$ cat config.mk
export PLATFORM = sky130hd
export DESIGN_NAME = nmea_frame_ctrl
export DESIGN_NICKNAME = d
export VERILOG_FILES = /design/src/rtl/nmea_frame_ctrl.sv
export SDC_FILE = /design/constraint.sdc
export NUM_CORES = 1
export LEC_CHECK = 0
export BUFFER_PORTS_ARGS = -buffer_cell sky130_fd_sc_hd__buf_4
export CAP_MARGIN = 30
export CORE_ASPECT_RATIO = 0.6
export CORE_MARGIN = 10
export CORE_UTILIZATION = 40
export DETAILED_ROUTE_END_ITERATION = 16
export PLACE_DENSITY = 0.64
export RECOVER_POWER = 50
export SETUP_SLACK_MARGIN = 0.3
export SYNTH_ARGS = -nofsm -noshare
export SYNTH_HDL_FRONTEND = slang
export SYNTH_SLANG_ARGS = --single-unit
$ cat constraint.sdc
create_clock -name sys_clk -period 4.55 [get_ports sys_clk]
set_clock_uncertainty 0.1 [all_clocks]
set_input_delay 0.91 -clock sys_clk [delete_from_list [all_inputs] [get_ports sys_clk]]
set_output_delay 0.91 -clock sys_clk [all_outputs]
set_load 0.01 [all_outputs]
$ cat src/rtl/nmea_frame_ctrl.sv
// NMEA-0183 sentence framer: matches "$<HDR>,", streams body fields, checks the
// "*hh" XOR checksum and reports aborts (checksum, overflow, timeout, format).
module nmea_frame_ctrl #(
    parameter logic [39:0] HDR         = "GNRMC",
    parameter int          MAX_LEN     = 96,
    parameter int          TIMEOUT_CYC = 50_000_000
) (
    input  logic       sys_clk,
    input  logic       sys_rst_n,
    input  logic [7:0] po_data,
    input  logic       po_flag,
    output logic       busy,
    output logic       hdr_ok,
    output logic [4:0] field_idx,
    output logic [7:0] field_char,
    output logic       field_stb,
    output logic       field_end,
    output logic       frame_ok,
    output logic       frame_err,
    output logic [1:0] err_code
);
    localparam int              GW       = $clog2(TIMEOUT_CYC + 1);
    localparam logic [GW-1:0]   GAP_MAX  = GW'(TIMEOUT_CYC);
    localparam logic [6:0]      LEN_MAX  = 7'(MAX_LEN);

    typedef enum logic [2:0] {ST_IDLE, ST_HDR, ST_BODY, ST_CK1, ST_CK2, ST_CHK} state_t;

    state_t        state_q;
    logic [7:0]    xor_q;
    logic [2:0]    hdr_cnt_q;
    logic [4:0]    fidx_q;
    logic [6:0]    len_q;
    logic [GW-1:0] gap_q;
    logic [3:0]    ck_hi_q, ck_lo_q;
    logic          hdr_ok_q, field_stb_q, field_end_q, frame_ok_q, frame_err_q;
    logic [4:0]    field_idx_q;
    logic [7:0]    field_char_q;
    logic [1:0]    err_code_q;

    logic [7:0]    hdr_char_d;
    logic          hex_ok_d;
    logic [3:0]    hex_val_d;
    logic [GW-1:0] gap_d;

    always_comb begin
        case (hdr_cnt_q)
            3'd0:    hdr_char_d = HDR[39:32];
            3'd1:    hdr_char_d = HDR[31:24];
            3'd2:    hdr_char_d = HDR[23:16];
            3'd3:    hdr_char_d = HDR[15:8];
            3'd4:    hdr_char_d = HDR[7:0];
            default: hdr_char_d = 8'h2C;
        endcase
    end

    // Uppercase hex only; lowercase digits abort the frame as a format error.
    always_comb begin
        hex_ok_d  = 1'b0;
        hex_val_d = 4'd0;
        if (po_data >= 8'h30 && po_data <= 8'h39) begin
            hex_ok_d  = 1'b1;
            hex_val_d = po_data[3:0];
        end else if (po_data >= 8'h41 && po_data <= 8'h46) begin
            hex_ok_d  = 1'b1;
            hex_val_d = po_data[3:0] + 4'd9;
        end
    end

    assign gap_d = gap_q + GW'(1);

    always_ff @(posedge sys_clk) begin
        if (!sys_rst_n) begin
            state_q      <= ST_IDLE;
            xor_q        <= 8'd0;
            hdr_cnt_q    <= 3'd0;
            fidx_q       <= 5'd0;
            len_q        <= 7'd0;
            gap_q        <= '0;
            ck_hi_q      <= 4'd0;
            ck_lo_q      <= 4'd0;
            hdr_ok_q     <= 1'b0;
            field_stb_q  <= 1'b0;
            field_end_q  <= 1'b0;
            frame_ok_q   <= 1'b0;
            frame_err_q  <= 1'b0;
            field_idx_q  <= 5'd0;
            field_char_q <= 8'd0;
            err_code_q   <= 2'd0;
        end else begin
            hdr_ok_q    <= 1'b0;
            field_stb_q <= 1'b0;
            field_end_q <= 1'b0;
            frame_ok_q  <= 1'b0;
            frame_err_q <= 1'b0;
            gap_q       <= (po_flag || state_q == ST_IDLE) ? '0 : gap_d;

            if (state_q == ST_CHK) begin
                if (xor_q == {ck_hi_q, ck_lo_q}) begin
                    frame_ok_q <= 1'b1;
                end else begin
                    frame_err_q <= 1'b1;
                    err_code_q  <= 2'd0;
                end
                state_q <= ST_IDLE;
            end else if (po_flag) begin
                if (po_data == "$") begin
                    // A '$' always starts a fresh header; mid-frame it also aborts the old one.
                    if (state_q != ST_IDLE) begin
                        frame_err_q <= 1'b1;
                        err_code_q  <= 2'd3;
                    end
                    state_q     <= ST_HDR;
                    xor_q       <= 8'd0;
                    hdr_cnt_q   <= 3'd0;
                    fidx_q      <= 5'd0;
                    len_q       <= 7'd0;
                    field_idx_q <= 5'd0;
                end else begin
                    case (state_q)
                        ST_HDR: begin
                            xor_q <= xor_q ^ po_data;
                            if (po_data != hdr_char_d) begin
                                state_q <= ST_IDLE;
                            end else if (hdr_cnt_q == 3'd5) begin
                                hdr_ok_q <= 1'b1;
                                state_q  <= ST_BODY;
                            end else begin
                                hdr_cnt_q <= hdr_cnt_q + 3'd1;
                            end
                        end
                        ST_BODY: begin
                            if (po_data == "*") begin
                                field_end_q <= 1'b1;
                                field_idx_q <= fidx_q;
                                state_q     <= ST_CK1;
                            end else if (len_q == LEN_MAX) begin
                                frame_err_q <= 1'b1;
                                err_code_q  <= 2'd1;
                                state_q     <= ST_IDLE;
                            end else begin
                                xor_q       <= xor_q ^ po_data;
                                len_q       <= len_q + 7'd1;
                                field_idx_q <= fidx_q;
                                if (po_data == ",") begin
                                    field_end_q <= 1'b1;
                                    if (fidx_q != 5'd31) fidx_q <= fidx_q + 5'd1;
                                end else begin
                                    field_stb_q  <= 1'b1;
                                    field_char_q <= po_data;
                                end
                            end
                        end
                        ST_CK1, ST_CK2: begin
                            if (!hex_ok_d) begin
                                frame_err_q <= 1'b1;
                                err_code_q  <= 2'd3;
                                state_q     <= ST_IDLE;
                            end else if (state_q == ST_CK1) begin
                                ck_hi_q <= hex_val_d;
                                state_q <= ST_CK2;
                            end else begin
                                ck_lo_q <= hex_val_d;
                                state_q <= ST_CHK;
                            end
                        end
                        default: state_q <= ST_IDLE;
                    endcase
                end
            end else if (state_q != ST_IDLE && gap_d == GAP_MAX) begin
                frame_err_q <= 1'b1;
                err_code_q  <= 2'd2;
                state_q     <= ST_IDLE;
            end
        end
    end

    assign busy       = (state_q != ST_IDLE);
    assign hdr_ok     = hdr_ok_q;
    assign field_idx  = field_idx_q;
    assign field_char = field_char_q;
    assign field_stb  = field_stb_q;
    assign field_end  = field_end_q;
    assign frame_ok   = frame_ok_q;
    assign frame_err  = frame_err_q;
    assign err_code   = err_code_q;
endmodule

# Word-level counts from Yosys, hierarchy flattened

Index checks and enable logic that the tools add are counted.

Register bits: 80
Output and inout port bits: 21
Word-level logic and storage cells: 163

Add/subtract/negate cells: 5
Magnitude comparators: 4
Eq/ne operators: 33
Multiplexer cells: 63
Bitwise logic cells: 11
Reduce and logical (&&, ||, !) cells: 31

Operators by type and width:

| operator                                       | number |
|---|---|
| 2-to-1 mux 5 bit                               | 10 |
| 2-to-1 mux 3 bit                               | 12 |
| one-hot mux 7 bit (5 select lines)             | 1 |
| inequality test 5 bit (second input constant)  | 6 |
| 2-to-1 mux 7 bit                               | 4 |
| adder 26 x 1 -> 26 bit (second input constant) | 1 |
| == test 26 bit (second input constant)         | 1 |
| == test 8 x 6 -> 1 bit (second input constant) | 3 |
| 2-to-1 mux 8 bit                               | 3 |
| AND reduction 7 bit                            | 3 |
| 2-to-1 mux 1 bit                               | 18 |
| 2-to-1 mux 2 bit                               | 9 |
| one-hot mux 8 bit (2 select lines)             | 1 |
| AND reduction 5 bit                            | 3 |
| == test 3 x 2 -> 1 bit (second input constant) | 4 |
| == test 3 bit (second input constant)          | 4 |
| AND reduction 6 bit                            | 2 |
| inequality test 2 bit (second input constant)  | 5 |
| inverter 1 bit                                 | 10 |
| nonzero test 2 bit                             | 5 |
| inequality test 3 bit (second input constant)  | 3 |
| one-hot mux 3 bit (3 select lines)             | 1 |
| nonzero test 3 bit                             | 3 |
| == test 8 bit                                  | 1 |
| other kinds (27)                               | 34 |

# Logic depth before layout (Yosys ltp)

Depth after elaboration: 9
Depth in mapped cells: 11
Mapped depth without buffers: 9

# Worst setup path before layout

No wires, ideal clock.

Kind: input port to flip-flop
Start point: input port po_data[0]
End point: register err_code_q[1], in the netlist err_code[1]
Data arrival time: 3261 ps
Data required time: 4330 ps
Slack: 1069 ps
Stages: 11
Buffers on the path: 2
Cell sequence: inv_1 ha_1 or3b_1 and4_4 buf_6 o2111a_1 buf_6 or4_4 nand3b_4 o211a_1 o31a_1

Longest elaborated chain between the ends: 6

Ends and longest elaborated chain:

| item                                                                                       | RTL line | source |
|---|---|---|
| from (decl)                                                                                | 10       | `input logic [7:0] po_data,` |
| greater-or-equal comparator 8 x 7 -> 1 bit or <= comparator 8 x 7 -> 1 bit (tied branches) | 63       | `end else if (po_data >= 8'h41 && po_data <= 8'h46) begin` |
| logical AND 1 bit                                                                          | 63       |  |
| 2-to-1 mux 1 bit                                                                           | 63       |  |
| 2-to-1 mux 1 bit                                                                           | 60       | `if (po_data >= 8'h30 && po_data <= 8'h39) begin` |
| inequality test 5 bit (no line)                                                            | --       |  |
| AND reduction 7 bit (no line)                                                              | --       |  |
| to (signal assigned)                                                                       | 88       | `err_code_q <= 2'd0;` |
| to (signal assigned)                                                                       | 102      | `err_code_q <= 2'd0;` |
| to (signal assigned)                                                                       | 110      | `err_code_q <= 2'd3;` |
| to (decl)                                                                                  | 38       | `logic [1:0] err_code_q;` |

Parallel ways exist; a longest one is shown, timed or not.
A chain may end at the register's enable or synchronous reset.

# Worst setup path after layout

Start point: register gap_q[0]
End point: register state_q[2]

Longest elaborated chain between the ends: 5

Ends and longest elaborated chain:

| item                          | RTL line | source |
|---|---|---|
| from (decl)                   | 33       | `logic [GW-1:0] gap_q;` |
| from (signal assigned)        | 95       | `gap_q <= (po_flag \|\| state_q == ST_IDLE) ? '0 : gap_d;` |
| adder 26 x 1 -> 26 bit        | 69       | `assign gap_d = gap_q + GW'(1);` |
| == test 26 bit                | 169      | `end else if (state_q != ST_IDLE && gap_d == GAP_MAX) begin` |
| logical AND 1 bit             | 169      |  |
| nonzero test 2 bit (no line)  | --       |  |
| AND reduction 3 bit (no line) | --       |  |
| to (signal assigned)          | 163      | `state_q <= ST_CHK;` |
| to (signal assigned)          | 166      | `default: state_q <= ST_IDLE;` |
| to (signal assigned)          | 172      | `state_q <= ST_IDLE;` |
| to (decl)                     | 28       | `state_t state_q;` |

No other way between the ends.

==> results_dict.tcl <==
set metrics [dict create \
    rows 29 \
    seq_area_frac_synth 0.353 \
    nets 590 \
    ff2ff_setup_slack_ns 1.08 \
    die_width_um 157 \
    syn_to_final_growth_pct 12.8 \
    rsz0062_at_grt "no" \
    maxCapViolCount 0 \
    wl_per_cell_um 16.7 \
    overflow 0 \
    async_flop_share 0 \
    setup_tns_ns 0 \
    met1_usage 0.225 \
    postRouteAntennaNets 0 \
    hold_viol 0 \
    end_kind "flop" \
    ys_top_cells_by_area "dfxtp_1, nor2_1, ha_1, mux2i_1, nand2_1" \
    status "complete, no violations" \
    crit_fanout 9 \
    fin_crit_ns 3.47 \
    timing.final.crit_share 0.763 \
    synth.distinct_cells 68 \
    fin_area_um2 5110 \
    first_iter_violations 363 \
    clock-root-buffer "clkbuf_16" \
    start_util 0.419 \
    ys_ff_latch 80 \
    cts_sinks 80 \
    wirelength_um 11800 \
    grt_util_met2 0.203 \
    grtUsageTotal 0.151 \
    r2r_start "gap_q[0]" \
    grt_pass1_wl_um 19700 \
    fp.dieArea_um2 16100 \
    dp_cells 691 \
    drc 0 \
    setup_viol 0 \
    ios 32 \
    yosysWarningCount 0 \
    drv_slew 0 \
    arrival_ns 3.57 \
    worst_pin_slew_ns 1.07 \
    vias_per_cell 5.76 \
    worstPathRequired_ns 4.65 \
    first_pass_iters 5 \
    timing.slew.headroom 0.280 \
    clockBufferDepth 2 \
    netlist_area_um2 4530 \
    syn_inst 543 \
    ctsResizeCount 0 \
    hp-class "flop to flop" \
    num_vias 4068 \
    synth_edf_count 0 \
    ys.flop_type "dfxtp_1" \
    postCtsSetupBuffers 0 \
    tritoncts "built" \
    cts_max_level 3 \
    insertion_delay_ns 0.34 \
    critPathLaunch "gap_q[0]" \
    hold_ws_ns 0.353 \
    drive_above_1_share 0.0811 \
    diodes 0 \
    synth.net_count 570 \
    antenna_found_initial 0 \
    powerDensity_nw_per_um2 309 \
    yosys.area.top_type_share 0.353 \
    cts_buffers 9 \
    place_congestion 0.868 \
    hold_buffers 0 \
    min_from "field_idx[4]" \
    crit_chain "ha_1, nand4_2, or3_1, o21a_1, a211oi_1, nand4_1, a221oi_1, o22ai_1" \
    grt_busiest_layer "met1" \
    clk_pin_slew_ns 0.06 \
    finalPower_w 0.00158 \
    fp.coreArea_um2 10800 \
    placed_area_um2 4870 \
    yosys.area.top_type "dfxtp_1" \
    avgSynthCellArea_um2 8.34 \
    grt_use_met3 0.0415 \
    grt_pass1_vias 3787 \
    path_class "flop to flop" \
    p_leak_nw 1.81 \
    hpwl_um 8980 \
    grt_max_degree 28 \
    fmax_ghz 0.288 \
    slowest_stage "a221oi_1" \
    slowest_delay_ns 0.62 \
    ir_drop_uv 174 \
    final_cells 706 \
    portBuffers 31 \
    startpoint_type "flop" \
    die_y_um 102 \
]
cells in the final DEF, fill, tap and decap left out, types with 4 or more instances in the layout:
cell	n
dfxtp_1	80
nor2_1	65
nand2_1	52
a21oi_1	34
nand3_1	24
clkbuf_1	24
xor2_1	22
xnor2_1	21
mux2i_1	20
inv_1	19
o21ai_0	19
nand4_1	16
ha_1	16
buf_4	11
or3_1	9
clkbuf_16	9
nor3_1	8
nor4_1	8
nor2b_1	8
and4_1	7
and3_1	6
nand2b_1	6
a211oi_1	4
clkbuf_8	4
power by group:
group          switching (W)   total, W  leakage (nW)  internal [W]
logic              0.0000407  0.0000643          1.00     0.0000235
clock network       0.000277   0.000814         0.168      0.000537
registers         0.00000110   0.000703         0.644      0.000702
final cells by class:
class                      count  area [um^2]
clock buffer                  13          280
clock inverter                 2         60.1
fill                        1049         5700
inverter                      19         71.3
multi-input combinational    417         2720
sequential                    80         1600
tap                          139          174
timing repair buffer          36          200
per-stage QoR:
stage	utilization	setup WS, ns
global route	0.473	0.866
CTS	0.482	1.10
floorplan	-	1.07
detailed placement	0.451	0.756
global placement	0.447	0.878
finish	0.473	1.08
synth_stat cells, drive strengths merged, types with 16 or more instances:
master / n
clkbuf: 20
ha: 16
xor2: 22
nand4: 17
inv: 19
a21oi: 34
mux2i: 20
dfxtp: 80
nand3: 24
nand2: 52
nor2: 65
xnor2: 21
o21ai: 19
routing by layer:
metal / vias to the layer above / wire (um)
li1: 1976 / -
met1: 1918 / 6100
met2: 154 / 4570
met3: 20 / 942
met4: 0 / 170
met5: - / 0
flip-flops by register name, indices dropped and copies added, names as in the netlist:
register    count
frame_err       1
hdr_ok          1
fidx_q          5
len_q           7
hdr_cnt_q       3
field_stb       1
field_char      8
gap_q          26
field_idx       5
ck_lo_q         4
field_end       1
frame_ok        1
err_code        2
xor_q           8
ck_hi_q         4
state_q         3
path summary, 6_finish.rpt:
path                  end  cells past startpoint
max            state_q[2]                      8
min          field_idx[4]                      2
max reg2reg    state_q[2]                      8
min reg2reg  field_idx[4]                      2
logic make-up after synthesis:
kind of cell    Yosys count  share of synthesized area
xor+xnor                 43                     0.0831
mux                      23                     0.0516
fa+ha+maj                16                     0.0442
buf+inv                  46                     0.0453
simple gates            238                      0.282
flops                    80                      0.353
compound gates           97                      0.141
critical path: cells and delay by family (launching register included):
family	cells	cell delay (ns)
AOI/OAI and AO/OA	4	1.35
adders and majority gates	1	0.33
DFF	1	0.43
and+or+nand+nor	3	1.11
No activity file was read; power rests on OpenSTA's default activity.
